**src/rtl/scr1_dmem_mailbox.sv**
```systemverilog
// ============================================================================
// scr1_dmem_mailbox
// ----------------------------------------------------------------------------
// Memory-mapped mailbox slave for one SCR1 dmem router port. The core pushes
// words into a TX FIFO and pops words from an RX FIFO. An external agent
// drains TX and fills RX through valid/ready streams.
//
// Register map (addr[3:0], upper address bits alias):
//   0x0 DATA    WR pushes TX, RD pops RX
//   0x4 STATUS  RO {rx_count @16, tx_count @8, rx_empty, rx_full,
//               tx_empty, tx_full}
//   0x8 CTRL    WO self-clearing, bit0 flush TX, bit1 flush RX (RD -> 0)
//   0xC IRQ_EN  RW, only when SCR1_MBOX_IRQ_EN is defined
//
// Optional feature macro: SCR1_MBOX_IRQ_EN
//   defined     -> IRQ_EN register present, irq registered from the enables
//   not defined -> irq tied low, offset 0xC answers RDY_ER
//
// Ports:
//   clk, rst_n             clock, asynchronous active-low reset
//   dmem_req/_req_ack      address phase (ack is high whenever out of reset)
//   dmem_cmd               0 = RD, 1 = WR
//   dmem_width             0 = BYTE, 1 = HWORD, 2 = WORD
//   dmem_addr/_wdata       byte address / write data
//   dmem_rdata/_resp       registered data phase, resp 0 = NOTRDY,
//                          1 = RDY_OK, 2 = RDY_ER
//   tx_valid/ready/data    TX stream towards the external agent
//   rx_valid/ready/data    RX stream from the external agent
//   irq                    mailbox interrupt
// ============================================================================

`ifndef SCR1_DMEM_AWIDTH
`define SCR1_DMEM_AWIDTH 32
`endif
`ifndef SCR1_DMEM_DWIDTH
`define SCR1_DMEM_DWIDTH 32
`endif

module scr1_dmem_mailbox #(
   parameter int FIFO_DEPTH = 4,
   parameter int CNT_W      = $clog2(FIFO_DEPTH) + 1
) (
   input  logic                          clk,
   input  logic                          rst_n,
   input  logic                          dmem_req,
   output logic                          dmem_req_ack,
   input  logic                          dmem_cmd,
   input  logic [1:0]                    dmem_width,
   input  logic [`SCR1_DMEM_AWIDTH-1:0]  dmem_addr,
   input  logic [`SCR1_DMEM_DWIDTH-1:0]  dmem_wdata,
   output logic [`SCR1_DMEM_DWIDTH-1:0]  dmem_rdata,
   output logic [1:0]                    dmem_resp,
   output logic                          tx_valid,
   input  logic                          tx_ready,
   output logic [31:0]                   tx_data,
   input  logic                          rx_valid,
   output logic                          rx_ready,
   input  logic [31:0]                   rx_data,
   output logic                          irq
);

   localparam int PTR_W = $clog2(FIFO_DEPTH);
   localparam int AW    = `SCR1_DMEM_AWIDTH;
   localparam int DW    = `SCR1_DMEM_DWIDTH;

   // SCR1 dmem encodings
   localparam logic       CMD_WR     = 1'b1;
   localparam logic [1:0] WIDTH_WORD = 2'b10;
   localparam logic [1:0] RESP_NOTRDY = 2'b00;
   localparam logic [1:0] RESP_RDY_OK = 2'b01;
   localparam logic [1:0] RESP_RDY_ER = 2'b10;

   typedef enum logic [1:0] {
      REG_DATA   = 2'd0,
      REG_STATUS = 2'd1,
      REG_CTRL   = 2'd2,
      REG_IRQ_EN = 2'd3
   } reg_e;

   localparam logic [CNT_W-1:0] CNT_FULL = CNT_W'(FIFO_DEPTH);

   // -------------------------------------------------------------------------
   // FIFO state
   // -------------------------------------------------------------------------
   logic [31:0]      tx_mem [FIFO_DEPTH];
   logic [PTR_W-1:0] tx_wr_ptr, tx_rd_ptr;
   logic [CNT_W-1:0] tx_count;
   logic             tx_full, tx_empty;

   logic [31:0]      rx_mem [FIFO_DEPTH];
   logic [PTR_W-1:0] rx_wr_ptr, rx_rd_ptr;
   logic [CNT_W-1:0] rx_count;
   logic             rx_full, rx_empty;

   assign tx_full  = (tx_count == CNT_FULL);
   assign tx_empty = (tx_count == '0);
   assign rx_full  = (rx_count == CNT_FULL);
   assign rx_empty = (rx_count == '0);

   assign tx_valid = ~tx_empty;
   assign tx_data  = tx_mem[tx_rd_ptr];
   assign rx_ready = ~rx_full;

   logic tx_pop_ext, rx_push_ext;
   assign tx_pop_ext  = tx_valid & tx_ready;
   assign rx_push_ext = rx_valid & rx_ready;

   // The slave never stalls; acceptance is simply dmem_req out of reset.
   assign dmem_req_ack = rst_n;

`ifdef SCR1_MBOX_IRQ_EN
   logic [1:0] irq_en_q;
   logic       irq_q;
`endif

   // -------------------------------------------------------------------------
   // Request decode (acceptance cycle)
   // -------------------------------------------------------------------------
   reg_e          reg_sel;
   logic          req_acc, is_wr, req_err, req_ok;
   logic          tx_push_core, rx_pop_core, tx_flush, rx_flush, irq_en_we;
   logic [DW-1:0] status_word;
   logic [DW-1:0] rdata_d;
   logic [1:0]    resp_d;

   assign reg_sel = reg_e'(dmem_addr[3:2]);
   assign req_acc = dmem_req & dmem_req_ack;
   assign is_wr   = (dmem_cmd == CMD_WR);

   // NOTE: every always_comb output gets a default first so no path leaves
   // it unassigned, which would otherwise infer a latch.
   always_comb begin
      status_word                = '0;
      status_word[0]             = tx_full;
      status_word[1]             = tx_empty;
      status_word[2]             = rx_full;
      status_word[3]             = rx_empty;
      status_word[8  +: CNT_W]   = tx_count;
      status_word[16 +: CNT_W]   = rx_count;
   end

   always_comb begin
      req_err = (dmem_width != WIDTH_WORD) || (dmem_addr[1:0] != 2'b00);
      unique case (reg_sel)
         REG_DATA:   if (is_wr ? tx_full : rx_empty) req_err = 1'b1;
         REG_STATUS: if (is_wr) req_err = 1'b1;
         REG_CTRL:   ;
         REG_IRQ_EN: begin
`ifndef SCR1_MBOX_IRQ_EN
            req_err = 1'b1;
`endif
         end
         default:    req_err = 1'b1;
      endcase
   end

   assign req_ok = req_acc & ~req_err;

   // TX-full rejection uses the pre-edge count, so a same-cycle external pop
   // does not rescue a write to a full FIFO.
   assign tx_push_core = req_ok &  is_wr & (reg_sel == REG_DATA);
   assign rx_pop_core  = req_ok & ~is_wr & (reg_sel == REG_DATA);
   assign tx_flush     = req_ok &  is_wr & (reg_sel == REG_CTRL) & dmem_wdata[0];
   assign rx_flush     = req_ok &  is_wr & (reg_sel == REG_CTRL) & dmem_wdata[1];
   assign irq_en_we    = req_ok &  is_wr & (reg_sel == REG_IRQ_EN);

   always_comb begin
      rdata_d = '0;
      if (req_ok && !is_wr) begin
         unique case (reg_sel)
            REG_DATA:   rdata_d = DW'(rx_mem[rx_rd_ptr]);
            REG_STATUS: rdata_d = status_word;
`ifdef SCR1_MBOX_IRQ_EN
            REG_IRQ_EN: rdata_d = DW'(irq_en_q);
`endif
            default:    rdata_d = '0;
         endcase
      end
   end

   always_comb begin
      resp_d = RESP_NOTRDY;
      if (req_acc) resp_d = req_err ? RESP_RDY_ER : RESP_RDY_OK;
   end

   // -------------------------------------------------------------------------
   // Response register (fixed latency of one cycle)
   // -------------------------------------------------------------------------
   // NOTE: sequential state uses non-blocking assignments so every flop
   // samples pre-edge values regardless of process evaluation order.
   always_ff @(posedge clk or negedge rst_n) begin
      if (!rst_n) begin
         dmem_resp  <= RESP_NOTRDY;
         dmem_rdata <= '0;
      end else begin
         dmem_resp  <= resp_d;
         dmem_rdata <= rdata_d;
      end
   end

   // -------------------------------------------------------------------------
   // TX FIFO: core pushes, external agent pops
   // -------------------------------------------------------------------------
   always_ff @(posedge clk or negedge rst_n) begin
      if (!rst_n) begin
         tx_wr_ptr <= '0;
         tx_rd_ptr <= '0;
         tx_count  <= '0;
      end else if (tx_flush) begin
         // Flush wins over any external pop in the same cycle.
         tx_wr_ptr <= '0;
         tx_rd_ptr <= '0;
         tx_count  <= '0;
      end else begin
         if (tx_push_core) tx_wr_ptr <= tx_wr_ptr + 1'b1;
         if (tx_pop_ext)   tx_rd_ptr <= tx_rd_ptr + 1'b1;
         unique case ({tx_push_core, tx_pop_ext})
            2'b10:   tx_count <= tx_count + 1'b1;
            2'b01:   tx_count <= tx_count - 1'b1;
            default: tx_count <= tx_count;
         endcase
      end
   end

   // NOTE: storage arrays carry no reset; the pointers and counts define
   // which entries are meaningful, so clearing the data would only cost area.
   always_ff @(posedge clk) begin
      if (tx_push_core) tx_mem[tx_wr_ptr] <= dmem_wdata[31:0];
   end

   // -------------------------------------------------------------------------
   // RX FIFO: external agent pushes, core pops
   // -------------------------------------------------------------------------
   logic rx_push_eff;
   assign rx_push_eff = rx_push_ext & ~rx_flush;

   always_ff @(posedge clk or negedge rst_n) begin
      if (!rst_n) begin
         rx_wr_ptr <= '0;
         rx_rd_ptr <= '0;
         rx_count  <= '0;
      end else if (rx_flush) begin
         // An incoming word handshaked during a flush is discarded.
         rx_wr_ptr <= '0;
         rx_rd_ptr <= '0;
         rx_count  <= '0;
      end else begin
         if (rx_push_eff) rx_wr_ptr <= rx_wr_ptr + 1'b1;
         if (rx_pop_core) rx_rd_ptr <= rx_rd_ptr + 1'b1;
         unique case ({rx_push_eff, rx_pop_core})
            2'b10:   rx_count <= rx_count + 1'b1;
            2'b01:   rx_count <= rx_count - 1'b1;
            default: rx_count <= rx_count;
         endcase
      end
   end

   always_ff @(posedge clk) begin
      if (rx_push_eff) rx_mem[rx_wr_ptr] <= rx_data;
   end

   // -------------------------------------------------------------------------
   // Interrupt
   // -------------------------------------------------------------------------
`ifdef SCR1_MBOX_IRQ_EN
   always_ff @(posedge clk or negedge rst_n) begin
      if (!rst_n) begin
         irq_en_q <= 2'b00;
         irq_q    <= 1'b0;
      end else begin
         if (irq_en_we) irq_en_q <= dmem_wdata[1:0];
         irq_q <= (irq_en_q[0] & ~rx_empty) | (irq_en_q[1] & tx_empty);
      end
   end
   assign irq = irq_q;
`else
   assign irq = 1'b0;
   logic unused_irq_en_we;
   assign unused_irq_en_we = irq_en_we;
`endif

   // Upper address bits are aliased and upper write data bits beyond the
   // FIFO width are not stored.
   logic unused_inputs;
   assign unused_inputs = ^{dmem_addr[AW-1:4], dmem_wdata};

endmodule

```
**config.mk**
```make
export PLATFORM = sky130hd
export DESIGN_NAME = scr1_dmem_mailbox
export DESIGN_NICKNAME = d
export VERILOG_FILES = /design/src/rtl/scr1_dmem_mailbox.sv
export SDC_FILE = /design/constraint.sdc
export NUM_CORES = 1
export LEC_CHECK = 0
export ABC_AREA = 1
export BUFFER_PORTS_ARGS = -buffer_cell sky130_fd_sc_hd__buf_2
export CAP_MARGIN = 30
export CORE_ASPECT_RATIO = 1.5
export CORE_MARGIN = 3
export CORE_UTILIZATION = 63
export CTS_BUF_LIST = sky130_fd_sc_hd__clkbuf_2
export CTS_CLUSTER_SIZE = 30
export DETAILED_ROUTE_END_ITERATION = 16
export PLACE_DENSITY = 0.94
export SYNTH_ARGS = -nofsm -noshare
export SYNTH_HDL_FRONTEND = slang
export SYNTH_SLANG_ARGS = --single-unit
```
**constraint.sdc**
```tcl
create_clock -name clk -period 6.6 [get_ports clk]
set_input_delay 0.66 -clock clk [delete_from_list [all_inputs] [get_ports clk]]
set_output_delay 0.66 -clock clk [all_outputs]
set_load 0.02 [all_outputs]
```
# == Word level (Yosys, flattened, before mapping) ==
# Memories as Yosys holds them, arrays and structs flattened.
# Cells that the tools add are included.
# W data, S select, Z words.
# totals
memories,2
latchBits,0
mem_bits_ro,0
ram_bits,256
out_inout_bits,70
register_bits,48
elab_cells,82
# classes
div_mod_pow,0
shift,0
n_eq_ne,10
mux,24
n_reduce_logical,13
addsub,8
bitwise_logic,17
n_lt_le_gt_ge,0
n_mul,0
# mem_list
name,depth,word_bits,read_ports,rd_ports_with_merged_regs,wr,line,source
rx_mem,4,32,1,0,1,90,logic [31:0] rx_mem [FIFO_DEPTH];
tx_mem,4,32,1,0,1,85,logic [31:0] tx_mem [FIFO_DEPTH];
# op_table
op,count
$pmux W32 S2,1
$mux W32,1
$mux W2,10
$and A1 B1 Y1,12
$pmux W3 S2,2
$reduce_bool A2 Y1,5
$add A2 B1 Y2 const B,4
$eq A2 B2 Y1 const B,4
$mux W1,7
$add A3 B1 Y3 const B,2
$eq A2 B1 Y1 const B,3
$eq A3 B3 Y1 const B,2
$logic_not A3 Y1,2
$mux W3,2
$reduce_bool A3 Y1,2
$sub A3 B1 Y3 const B,2
$not A1 Y1,5
$pmux W1 S3,1
$logic_not A2 Y1,1
$ne A2 B2 Y1 const B,1
$logic_and A1 B1 Y1,1
$logic_not A1 Y1,1
$logic_or A1 B1 Y1,1

# == Depth between registers and ports, before layout ==
# Gate-level depths: netlist of the first run.
# logic_depth
word_depth,14
depth_mapped,19

# == Worst setup path before layout of the first run ==
# OpenSTA, ideal clock, no wires.
# synth_path
path_type,in2reg
start,input port dmem_width[0]
end,memory tx_mem[0][0] (enable)
required_ns,6.179
setup_time_ns,0.421
arrival_ns,2.799
slack_ns,3.380
path_stages,5
cell_sequence,nor4_2 -> nand3_2 -> nor2_4 -> nand2_2 -> nor2_1
# synth_via
elab_chain_len,10
elab_cells_between_ends,11
cone_classes,eq/ne (1); mux (5); bitwise (4); reduce/logical (1)
# synth_rtl
element,line,source
"start, declared",48,"input logic [1:0] dmem_width,"
$ne A2 B2 Y1 (*),143,req_err = (dmem_width != WIDTH_WORD) || (dmem_addr[1:0] != 2'b00);
$logic_or A1 B1 Y1 (*),143,
$mux W1 (on tied branches),"146, 145",
$pmux W1 S3 (*),144,unique case (reg_sel)
$not A1 Y1 (*),157,assign req_ok = req_acc & ~req_err;
$and A1 B1 Y1 (*),157,
$and A1 B1 Y1 (*),n/a,
$and A1 B1 Y1 (*),161,assign tx_push_core = req_ok & is_wr & (reg_sel == REG_DATA);
$mux W1 (*),228,if (tx_push_core) tx_mem[tx_wr_ptr] <= dmem_wdata[31:0];
$mux W1 (not written as such) (*),228,
"end, declared",85,
# Mark *: on every way between the ends. The rest lies on a longest branch, timed or not.

# == Worst setup path after layout of the first run ==
# layout_path
start,register tx_rd_ptr[1]
end,output port tx_data[23]
# layout_via
elab_chain_len,1
# layout_rtl
element,line,source
"start, declared",86,"logic [PTR_W-1:0] tx_wr_ptr, tx_rd_ptr;"
"start signal, assigned",216,if (tx_pop_ext) tx_rd_ptr <= tx_rd_ptr + 1'b1;
$mem_v2 Z4 W32,n/a,
"end, declared",55,"output logic [31:0] tx_data,"
# Every way passes these cells.

==> impl_results.md, run 1 <==
* Run status: finished, final reports clean
* Power share of the sequential group at 49.3%
* Critical path's slowest cell: inv_1
* Initial DRC count at about 950
* Synth Area in Adders at under 10%
* #FFs+latches synth at 304
* Rel. slew slack at between 30% and 40%
* Via count at ~8300
* Crit-path cells: buf_4 > inv_1 > buf_8 > o21ai_0 > o22ai_1 > buf_2
* Mux share of post-synthesis cell area at 0%
* Total routed wirelength at about 29000 µm
* Hold Vio Cnt, Final at 0
* Initial antenna violation count at 1
* PortBufs at 144
* Largest net degree at the start of global routing at slightly below 70
* Synth Instances at 879
* P per Cell Area at between 300 and 400 nW/µm²
* Power Total at approximately 4.8 mW
* Family with the most delay on the worst path: buffers and inverters
* CTS resizes at 0
* Combinational Power Share at between 20 and 30%
* Synthesized area at approximately 12000 µm²
* DIE AREA at approximately 20000 µm²
* Post-synthesis compound-gate area fraction at under 10%
* # IOs at approximately 170
* Proportion of synthesized chip area in sequential cells at between 70% and 80%
* P_leak at 5.45 nW
* Least-Margin Pin Slew at between 1000 and 1500 ps
* Post-route design area at roughly 14000 µm²
* Commonest non-fill, non-tap cell in the layout: edfxtp_1
* Initial Util at 64.4%
* Vias in the first global route at 8363
* Worst-path clk slew at 110 ps
* Place WS at around 3200 ps
* Final #Nets at roughly 1200
* Switch share at between 30% and 40%
* Clk sink count at between 300 and 400
* Routability Congestion at just under 0.8
* Setup violations, final at 0
* Arr. time, crit path at 2740 ps
* Int Pwr at a little over 3 mW
* CTS Buf Count at 61
* Gr usage total at 28.2%
* Grt ovf at 0
* Crit path kind: reg2out
* Layout cell share with drive strength beyond 1 at between 20% and 30%
* Minimum clock period at roughly 3400 ps
* Crit-path max cell delay at roughly 500 ps
* Startpoint types: register
* Slew Viols, Final at 0
* Asr flop ratio synth at between 10% and 20%
* Final antenna-violating net count at 0
* Hold Crit Class: in2reg
* Post-synth top flop: edfxtp_1
* Synth cell types at 30
* Die Span X at between 100 and 150 µm
* Via/cell ratio at a little under 6
* H-Tree Depth at 2
* Post-Synth Simple-Gate Area at between 8 and 9%
* XOR/XNOR Fraction of Synth Area at less than 1%
* Clock buffer depth at 3
* Worst vdd ir at around 0.24 mV
* RSZ-0062 raised after global routing: no
* Switching power at roughly 1.7 mW
* Core ar. at between 15000 and 20000 µm²
* Num rows at 60
* Clock skew at 119 ps
* DPL Wire Length at between 10000 and 15000 µm
* Die Y at roughly 170 µm
* F_max at between 200 and 300 MHz
* # DRC at 0
* Clk root buf: clkbuf_2
* Syn nets at approximately 990
* Final period util at 51.5%
* Number of max-cap violations at 0
* Main combinational cell family by area after synthesis: compound AO/OA/AOI/OAI gates
* Most frequent cells in the layout: edfxtp_1, nor2_1, buf_2
* Placed cell areas at around 13000 µm²
* Setup Fix Bufs, Post-CTS at 0
* CTS tree: done
* First-pass DRT Iterations at 6
* Later-pin clock latency in the skew report at 940 ps
* Largest fanout on the critical path at 33
* Buf+Inv Stages, Crit Path at 4
* EDFF count, synth at ~260
* WL/cell at 20.9 µm
* Crit path required time at a little under 6000 ps
* Setup TNS at 0 ps
* Final worst slack at between 3000 and 4000 ps
* Syn. warnings at 0
* Area Overhead vs Synth at 19.9%
* Worst setup EP type: output pin
* Clk pwr share at 23.1%
* First-pass GRT wire length at roughly 43000 µm
* Syn avg cell area at roughly 13 µm²
==> cell usage after synthesis, types with 3 or more instances <==
cell / n / share of area [%]
nand2_2: 3 / 0.16
dfrtp_1: 48 / 10
clkbuf_1: 41 / 1.3
o21ai_0: 135 / 5.8
inv_1: 41 / 1.3
nor2_2: 3 / 0.16
nand2_1: 52 / 1.7
o21ai_1: 4 / 0.17
o22ai_1: 33 / 1.8
ha_1: 8 / 0.86
nand3_1: 15 / 0.65
buf_4: 3 / 0.19
inv_2: 4 / 0.13
edfxtp_1: 256 / 66
nor2_1: 170 / 5.5
a21oi_1: 43 / 1.9
==> power groups by stage <==
| stage | sequential (mW) | clock [mW] | combinational (mW) |
|---|---|---|---|
| after floorplan | 2.38 | 0 | 0.793 |
| after global placement | 2.38 | 0 | 1.14 |
| after detailed placement | 2.39 | 0 | 1.24 |
| after CTS | 2.35 | 1.08 | 1.27 |
| after global routing | 2.37 | 1.19 | 1.44 |
| final | 2.36 | 1.10 | 1.32 |
==> cells by family (layout without fill, tap and decap cells) <==
kind of cell | after synthesis | after routing
DFF | 304 | 304
and+or+nand+nor | 250 | 250
AOI/OAI and AO/OA | 218 | 218
buffers and inverters | 92 | 385
adders and majority gates | 10 | 10
xor gates and xnor gates | 4 | 4
other | 1 | 2
==> final cells by class <==
class	count	area [µm²]
Sequential cell	304	8890
Fill cell	946	4100
Multi-Input combinational cell	483	2420
Timing Repair Buffer	224	1600
Clock buffer	88	440
Tap cell	217	272
Inverter	46	173
Clock inverter	27	120
Antenna cell	1	2.50
==> routing by layer <==
metal / share of wire [%] / GRT usage (%) / routed length [µm]
met3: 9.5 / 6.76 / 2760
met1: 35 / 34.0 / 10300
met4: 2.8 / 10.7 / 808
met5: 0 / 0 / 0
met2: 52 / 49.0 / 15200
==> registers in the layout (all words and copies together) (netlist names) <==
register and flops:
rx_rd_ptr 2, tx_wr_ptr 2, rx_mem 128, dmem_rdata 32, rx_count 3, dmem_resp 2, tx_rd_ptr 2, rx_wr_ptr 2
tx_mem 128, tx_count 3
==> worst paths after layout <==
path                                        to  cells past startpoint  slack [ps]      startpoint
worst max register to register     rx_count[2]                     19        3720     rx_count[1]
max in group asynchronous         tx_rd_ptr[0]                      3        5570           rst_n
min in group asynchronous       dmem_rdata[11]                      3         400           rst_n
worst max-delay path               tx_data[23]                      6        3200    tx_rd_ptr[1]
worst min-delay path             tx_mem[1][27]                      1          70  dmem_wdata[27]
worst min register to register   dmem_rdata[9]                      1         510     tx_count[1]
==> metrics by stage <==
step                hold slack, ps  utilization, %  instances
finish                        69.1            77.3       1390
detailed placement             537            70.4       1209
CTS                          0.560            77.0       1386
global route                  31.2            77.3       1390
global placement               537            69.6       1202
floorplan                      364               -        879
==> what timing repair did <==
item	CTS	global route
setup endpoints to repair	0	0
hold buffers	62	2
hold endpoints to repair	286	8
Power figures use the tool's default switching activity.
==> run 2: changes to the inputs <==
ABC_AREA = 0   (was 1)
CORE_UTILIZATION = 53   (was 63)
PLACE_DENSITY = 0.85   (was 0.94)
clock period = 2.75 ns   (was 6.6 ns; I/O delays follow)
==> run 2 against run 1 <==
  * Count of clock-buffer cells in the layout increased by 9
  * Worst setup slack worse by 3000 ps
  * Cell count fell by 19%
  * Via count shrank 28%
  * Sequential power grew 140%
  * Cell area down 0.27%
  * Critical path depth is 3 lower
  * Clock skew fell by 58 ps
  * Flip-flop and latch count unchanged
  * Non-clock buffer count grew 11
  * Power increased by 130%
  * Global-route usage fell by 8.5 points
  * Critical path type unchanged
==> impl_results.md, run 2 <==
* Asr flop ratio synth at 15.8% (unchanged)
* Number of max-cap violations at 0 (unchanged)
* Run status: finished, final reports clean
* RSZ-0062 raised after global routing: no
* Post-route design area at 13900 µm² (-0.27%)
* Crit path kind: reg2out
* Worst setup EP type: output pin
* Setup violations, final at 0 (unchanged)
* DIE AREA at 23400 µm² (+16%)
* Worst-path clk slew at 120 ps (about the same)
* Syn avg cell area at 21.9 µm² (+66%)
* Later-pin clock latency in the skew report at 780 ps (-160 ps)
* Initial DRC count at 339 (-64%)
* Multi-input gate area at 2410 µm² (-0.62%)
* H-Tree Depth at 3 (+1)
* Most frequent cells in the layout: edfxtp_1, buf_2, clkbuf_2
* Synth area leader: edfxtp_1
* Switch share at 29.1% (-6.8 points)
* Initial Util at 54.0% (-10 points)
* Core ar. at 21100 µm² (+17%)
* # DRC at 0 (unchanged)
* Via count at 5989 (-28%)
* Power Total at 11.0 mW (+130%)
* Gr usage total at 19.7% (-8.5 points)
* Hold Vio Cnt, Final at 0 (unchanged)
* Num rows at 65 (+8.3%)
* Synth cell count leaders: edfxtp_1, mux4_2, dfrtp_1
* Minimum clock period at about 2500 ps
* Syn nets at 636 (-36%)
* F_max at 398 MHz
* DPL Wire Length at 13400 µm (-9.5%)
* Largest net degree at the start of global routing at 50 (-28%)
* Final period util at between 90% and 100%
* Via/cell ratio at 5.35 (-10%)
* Synth cell types at 42 (+40%)
* Post-synth top flop: edfxtp_1
* Clk sink count at 304 (unchanged)
* EDFF count, synth at 256 (unchanged)
* WL/cell at 20.0 µm (-4.4%)
* Count leader, synth: edfxtp_1
* Placed cell areas at 12500 µm² (-1.5%)
* Synth Instances at 522 (-41%)
* Area Overhead vs Synth at 21.5%
* Total routed wirelength at 22400 µm (-23%)
* Register Area at 8890 µm² (unchanged)
* Power share of the sequential group at 52.0% (+2.7 points)
* CTS resizes at 0 (unchanged)
* Fillers at 1400 (+48%)
* Startpoint types: register
* Fin Hold WS at 208 ps (+138 ps)
* Final #Nets at 917 (-26%)
* Syn. warnings at 0 (unchanged)
* Clock skew at 60.9 ps (-57.8 ps)
* Slew Viols, Final at 0 (unchanged)
* Setup TNS at 0 ps (unchanged)
* Arr. time, crit path at 2240 ps (-500 ps)
* #FFs+latches synth at 304 (unchanged)
* Fin util at 65.6% (-12 points)
* Proportion of synthesized chip area in sequential cells at 77.8% (+1.2 points)
* # IOs at 174 (unchanged)
* Least-Margin Pin Slew at 912 ps (-91.0 ps)
* Die Y at 186 µm (+7.9%)
* Final antenna-violating net count at 0 (unchanged)
* Placed Cells at 925 (-23%)
* Routability Congestion at 0.769 (-2.8%)
* Final worst slack at 235 ps (-2970 ps)
* Vias in the first global route at 6775 (-19%)
* Share of the synthesized area in the top cell type at 67.3% (+1.1 points)
* Ant. Diodes at 0 (-1)
* Switching power at 3.21 mW (+86%)
* P per Cell Area at 793 nW/µm² (+130%)
* Non-Filler Instances at 1120 (-19%)
* Hold Crit Class: in2reg
* First-pass DRT Iterations at 5 (-1)
* First-pass GRT wire length at 35700 µm (-17%)
* P_leak at 5.32 nW (-2.4%)
* Combinational Power Share at 23.0% (-4.6 points)
* Biggest regs: rx_mem: 128 flops, tx_mem: 128 flops, dmem_rdata: 32 flops
* Int Pwr at 7.79 mW (+150%)
* Commonest non-fill, non-tap cell in the layout: edfxtp_1
* Largest fanout on the critical path at 32 (-3.0%)
* Rel. slew slack at 39.2% (+6.2 points)
* # hold bufs at CTS at 76 (+23%)
* Layout cell share with drive strength beyond 1 at 39.9% (+16 points)
* Synthesized area at 11400 µm² (-1.6%)
* Clk pwr share at 25.1% (+2.0 points)
* Worst vdd ir at 0.482 mV (+97%)
* PortBufs at 144 (unchanged)
* Clock buffer depth at 3 (unchanged)
* Crit path required time at 2480 ps (-3460 ps)
* Die Span X at 126 µm (+7.8%)
* Place WS at 336 ps (-2870 ps)
* Setup Fix Bufs, Post-CTS at 0 (unchanged)
* CTS Buf Count at 68 (+11%)
* Grt ovf at 0 (unchanged)
* CTS tree: done
* Initial antenna violation count at 0 (-1)
* Synth top area cells: edfxtp_1, mux4_2, dfrtp_1
* Clk root buf: clkbuf_2
[run 2: changes by cell type after synthesis, sizes merged, moves of 22 or more]
cell,change
nor2,-163
inv,-40
nand2,-45
mux4,+64
o22ai,-33
clkbuf,-31
nor2b,+22
a21oi,-39
o21ai,-138
[run 2: cell families (layout without fill, tap and decap cells)]
kind of cell / after synthesis / count (layout) / share of synthesized area, %
xor+xnor: 7 / 7 / 0.668
buf+inv: 29 / 359 / 1.19
flops: 304 / 304 / 77.8
compound gates: 18 / 18 / 1.27
other cells: 1 / 1 / 0.0328
mux: 73 / 73 / 13.4
simple gates: 80 / 80 / 4.41
fa+ha+maj: 10 / 10 / 1.23
[run 2: routing by layer]
metal,global-route usage (%),part of all wire [%]
met1,22.8,37
met2,35.9,56
met3,5.08,6.2
met4,6.74,1.4
met5,0,0
[run 2: path summary, 6_finish.rpt]
path / from / to / slack [ps] / cells after the start
worst max register to register: rx_count[2] / rx_mem[3][11] / 290 / 4
min in group asynchronous: rst_n / dmem_rdata[18] / 300 / 3
worst max-delay path: tx_rd_ptr[0] / tx_data[15] / 240 / 3
worst min-delay path: dmem_addr[1] / tx_rd_ptr[0] / 210 / 5
worst min register to register: tx_wr_ptr[1] / tx_wr_ptr[1] / 590 / 2
max in group asynchronous: rst_n / tx_rd_ptr[0] / 1970 / 3
[run 2: power groups by stage]
stage / logic, mW / clock network (mW) / registers, mW
after floorplan: 1.77 / 0 / 5.71
after global placement: 2.35 / 0 / 5.77
after detailed placement: 2.44 / 0 / 5.82
after CTS: 2.56 / 2.85 / 5.72
after global routing: 2.73 / 3.13 / 5.77
final: 2.52 / 2.76 / 5.72
[run 2: worst max-delay path, stage by stage (launching register included)]
cell and delay, ps:
dfrtp_2 440, buf_12 280, mux4_2 560, buf_2 190
[run 2: final cells by class]
| class | count | share of cell area (%) |
|---|---|---|
| Sequential cell | 304 | 64.1 |
| Clock buffer | 97 | 3.50 |
| Inverter | 5 | 0.135 |
| Timing Repair Buffer | 235 | 11.6 |
| Multi-Input combinational cell | 189 | 17.3 |
| Clock inverter | 22 | 0.992 |
| Tap cell | 268 | 2.42 |
==> run 3: changes to the inputs <==
MAX_ROUTING_LAYER = met4   (was default)
==> run 3 against run 2 <==
  * Wire length is 0.10% higher
  * Combinational power about the same
  * Via count rose by 1.2%
  * Count of clock-buffer cells in the layout unchanged
==> impl_results.md, run 3 (synthesized netlist as in run 2, its figures left out) <==
* RR Endpoint: rx_mem[3][31]
* R2R cell count at 4 (unchanged)
* Least-Margin Pin Slew at 918 ps (+6.73 ps)
* Total routed wirelength at 22400 µm (+0.10%)
* DPL Wire Length at 13400 µm (unchanged)
* Initial antenna violation count at 0 (unchanged)
* Largest fanout on the critical path at 32 (unchanged)
* Core ar. at 21100 µm² (unchanged)
* Minimum clock period at 2500 ps (-14.4 ps)
* CTS tree: done
* Ant. Diodes at 0 (unchanged)
* Setup TNS at 0 ps (unchanged)
* Worst setup EP type: output pin
* Arr. time, crit path at 2230 ps (about the same)
* DIE AREA at 23400 µm² (unchanged)
* F_max at 400 MHz (+0.57%)
* Slew Viols, Final at 0 (unchanged)
* Setup violations, final at 0 (unchanged)
* Number of max-cap violations at 0 (unchanged)
* Clock skew at 43.6 ps (-17.3 ps)
* Crit path required time at 2480 ps (about the same)
* Hold Vio Cnt, Final at 0 (unchanged)
* Startpoint types: register
* Via/cell ratio at 5.41 (+1.2%)
* Worst-path clk slew at 120 ps (about the same)
* Clock buffer depth at 3 (unchanged)
* Via count at 6063 (+1.2%)
* Die Y at 186 µm (unchanged)
* Initial DRC count at 282 (-17%)
* Area Overhead vs Synth at 21.5% (unchanged)
* WHS Path Cells at 5 (unchanged)
* P_leak at 5.32 nW (unchanged)
* Worst Min Path Start: dmem_addr[1]
* Vias in the first global route at 6762 (-0.19%)
* WL/cell at 20.0 µm (+0.10%)
* Run status: finished, final reports clean
* Hold Path End: tx_rd_ptr[0]
* Flop2flop setup slack at 310 ps (+20 ps)
* Hold Crit Class: in2reg
* Worst vdd ir at 0.483 mV (+0.20%)
* P per Cell Area at 792 nW/µm² (about the same)
* First-pass GRT wire length at 35700 µm (about the same)
* Final antenna-violating net count at 0 (unchanged)
* First-pass DRT Iterations at 5 (unchanged)
* RSZ-0062 raised after global routing: no
* Rel. slew slack at 38.8% (-0.45 points)
* Die Span X at 126 µm (unchanged)
* Later-pin clock latency in the skew report at 740 ps (-40 ps)
* Clk sink count at 304 (unchanged)
* H-Tree Depth at 3 (unchanged)
* Biggest regs: rx_mem: 128 flops, tx_mem: 128 flops, dmem_rdata: 32 flops
* Fin Hold WS at 215 ps (+7.42 ps)
* # IOs at 174 (unchanged)
* Critical R2R Launch: rx_count[2]
* Layout cell share with drive strength beyond 1 at 39.9% (unchanged)
* Clk root buf: clkbuf_2
* Commonest non-fill, non-tap cell in the layout: edfxtp_1
* Crit path kind: reg2out
* Final #Nets at 917 (unchanged)
* # DRC at 0 (unchanged)
* Routability Congestion at 0.780 (+1.3%)
* Initial Util at 54.0% (unchanged)
* Grt ovf at 0 (unchanged)
* Num rows at 65 (unchanged)
* PortBufs at 144 (unchanged)
* Final period util at 90.9% (-0.52 points)
* CTS Buf Count at 68 (unchanged)
* Largest net degree at the start of global routing at 50 (unchanged)
* Gr usage total at 20.3% (+0.61 points)
* Most frequent cells in the layout: edfxtp_1, buf_2, clkbuf_2
==> run 3: area by class of cell <==
cell class	instances	area, µm²
Clock inverter	22	138
Multi-Input combinational cell	189	2410
Clock buffer	97	485
Fill cell	1400	7260
Sequential cell	304	8890
Timing Repair Buffer	235	1610
Tap cell	268	335
Inverter	5	18.8
==> run 3: through the flow <==
stage / power [mW] / setup WS, ps / util, % / cell area [µm²] / instances
after floorplan: 7.48 / 258 / - / 11400 / 522
final: 11.0 / 250 / 65.6 / 13900 / 1120
after detailed placement: 8.26 / 336 / 59.1 / 12500 / 925
after global routing: 11.6 / 50.7 / 65.6 / 13900 / 1120
after CTS: 11.1 / 128 / 65.6 / 13900 / 1120
after global placement: 8.13 / 469 / 59.1 / 12500 / 925
==> run 3: how the worst max path moves through the flow <==
stage | start | to | slack [ps] | cells past startpoint
2_1_floorplan | rx_count[2] | rx_mem[0][0] | 260 | 5
3_3_place_gp | rst_n | rx_mem[2][12] | 470 | 5
3_5_place_dp | dmem_addr[2] | rx_mem[0][5] | 340 | 5
4_1_cts | tx_rd_ptr[0] | tx_data[24] | 130 | 3
5_1_grt | tx_rd_ptr[0] | tx_data[24] | 50 | 3
6_report | tx_rd_ptr[0] | tx_data[15] | 250 | 3
==> run 3: per-layer routing <==
metal / up-vias / wire, µm / GRT usage, %
li1: 2700 / - / -
met1: 3099 / 8290 / 23.1
met2: 238 / 12500 / 35.9
met3: 26 / 1390 / 4.71
met4: 0 / 275 / 6.83
met5: - / 0 / -
==> run 3: critical path, cell delays in order, from the launching register on <==
cell,delay [ps]
dfrtp_2,440
buf_12,270
mux4_2,550
buf_2,190
==> run 3: timing repair <==
action,4_1_cts,5_1_grt
endpoints found under the hold margin,321,0
resized for setup,0,0
setup buffers,0,0
setup endpoints to repair,0,0
hold buffers,76,0
==> run 3: report_power, final <==
part	total (mW)	internal [mW]	switching, mW
clock network	2.75	1.14	1.62
registers	5.72	5.50	0.221
logic	2.52	1.16	1.36
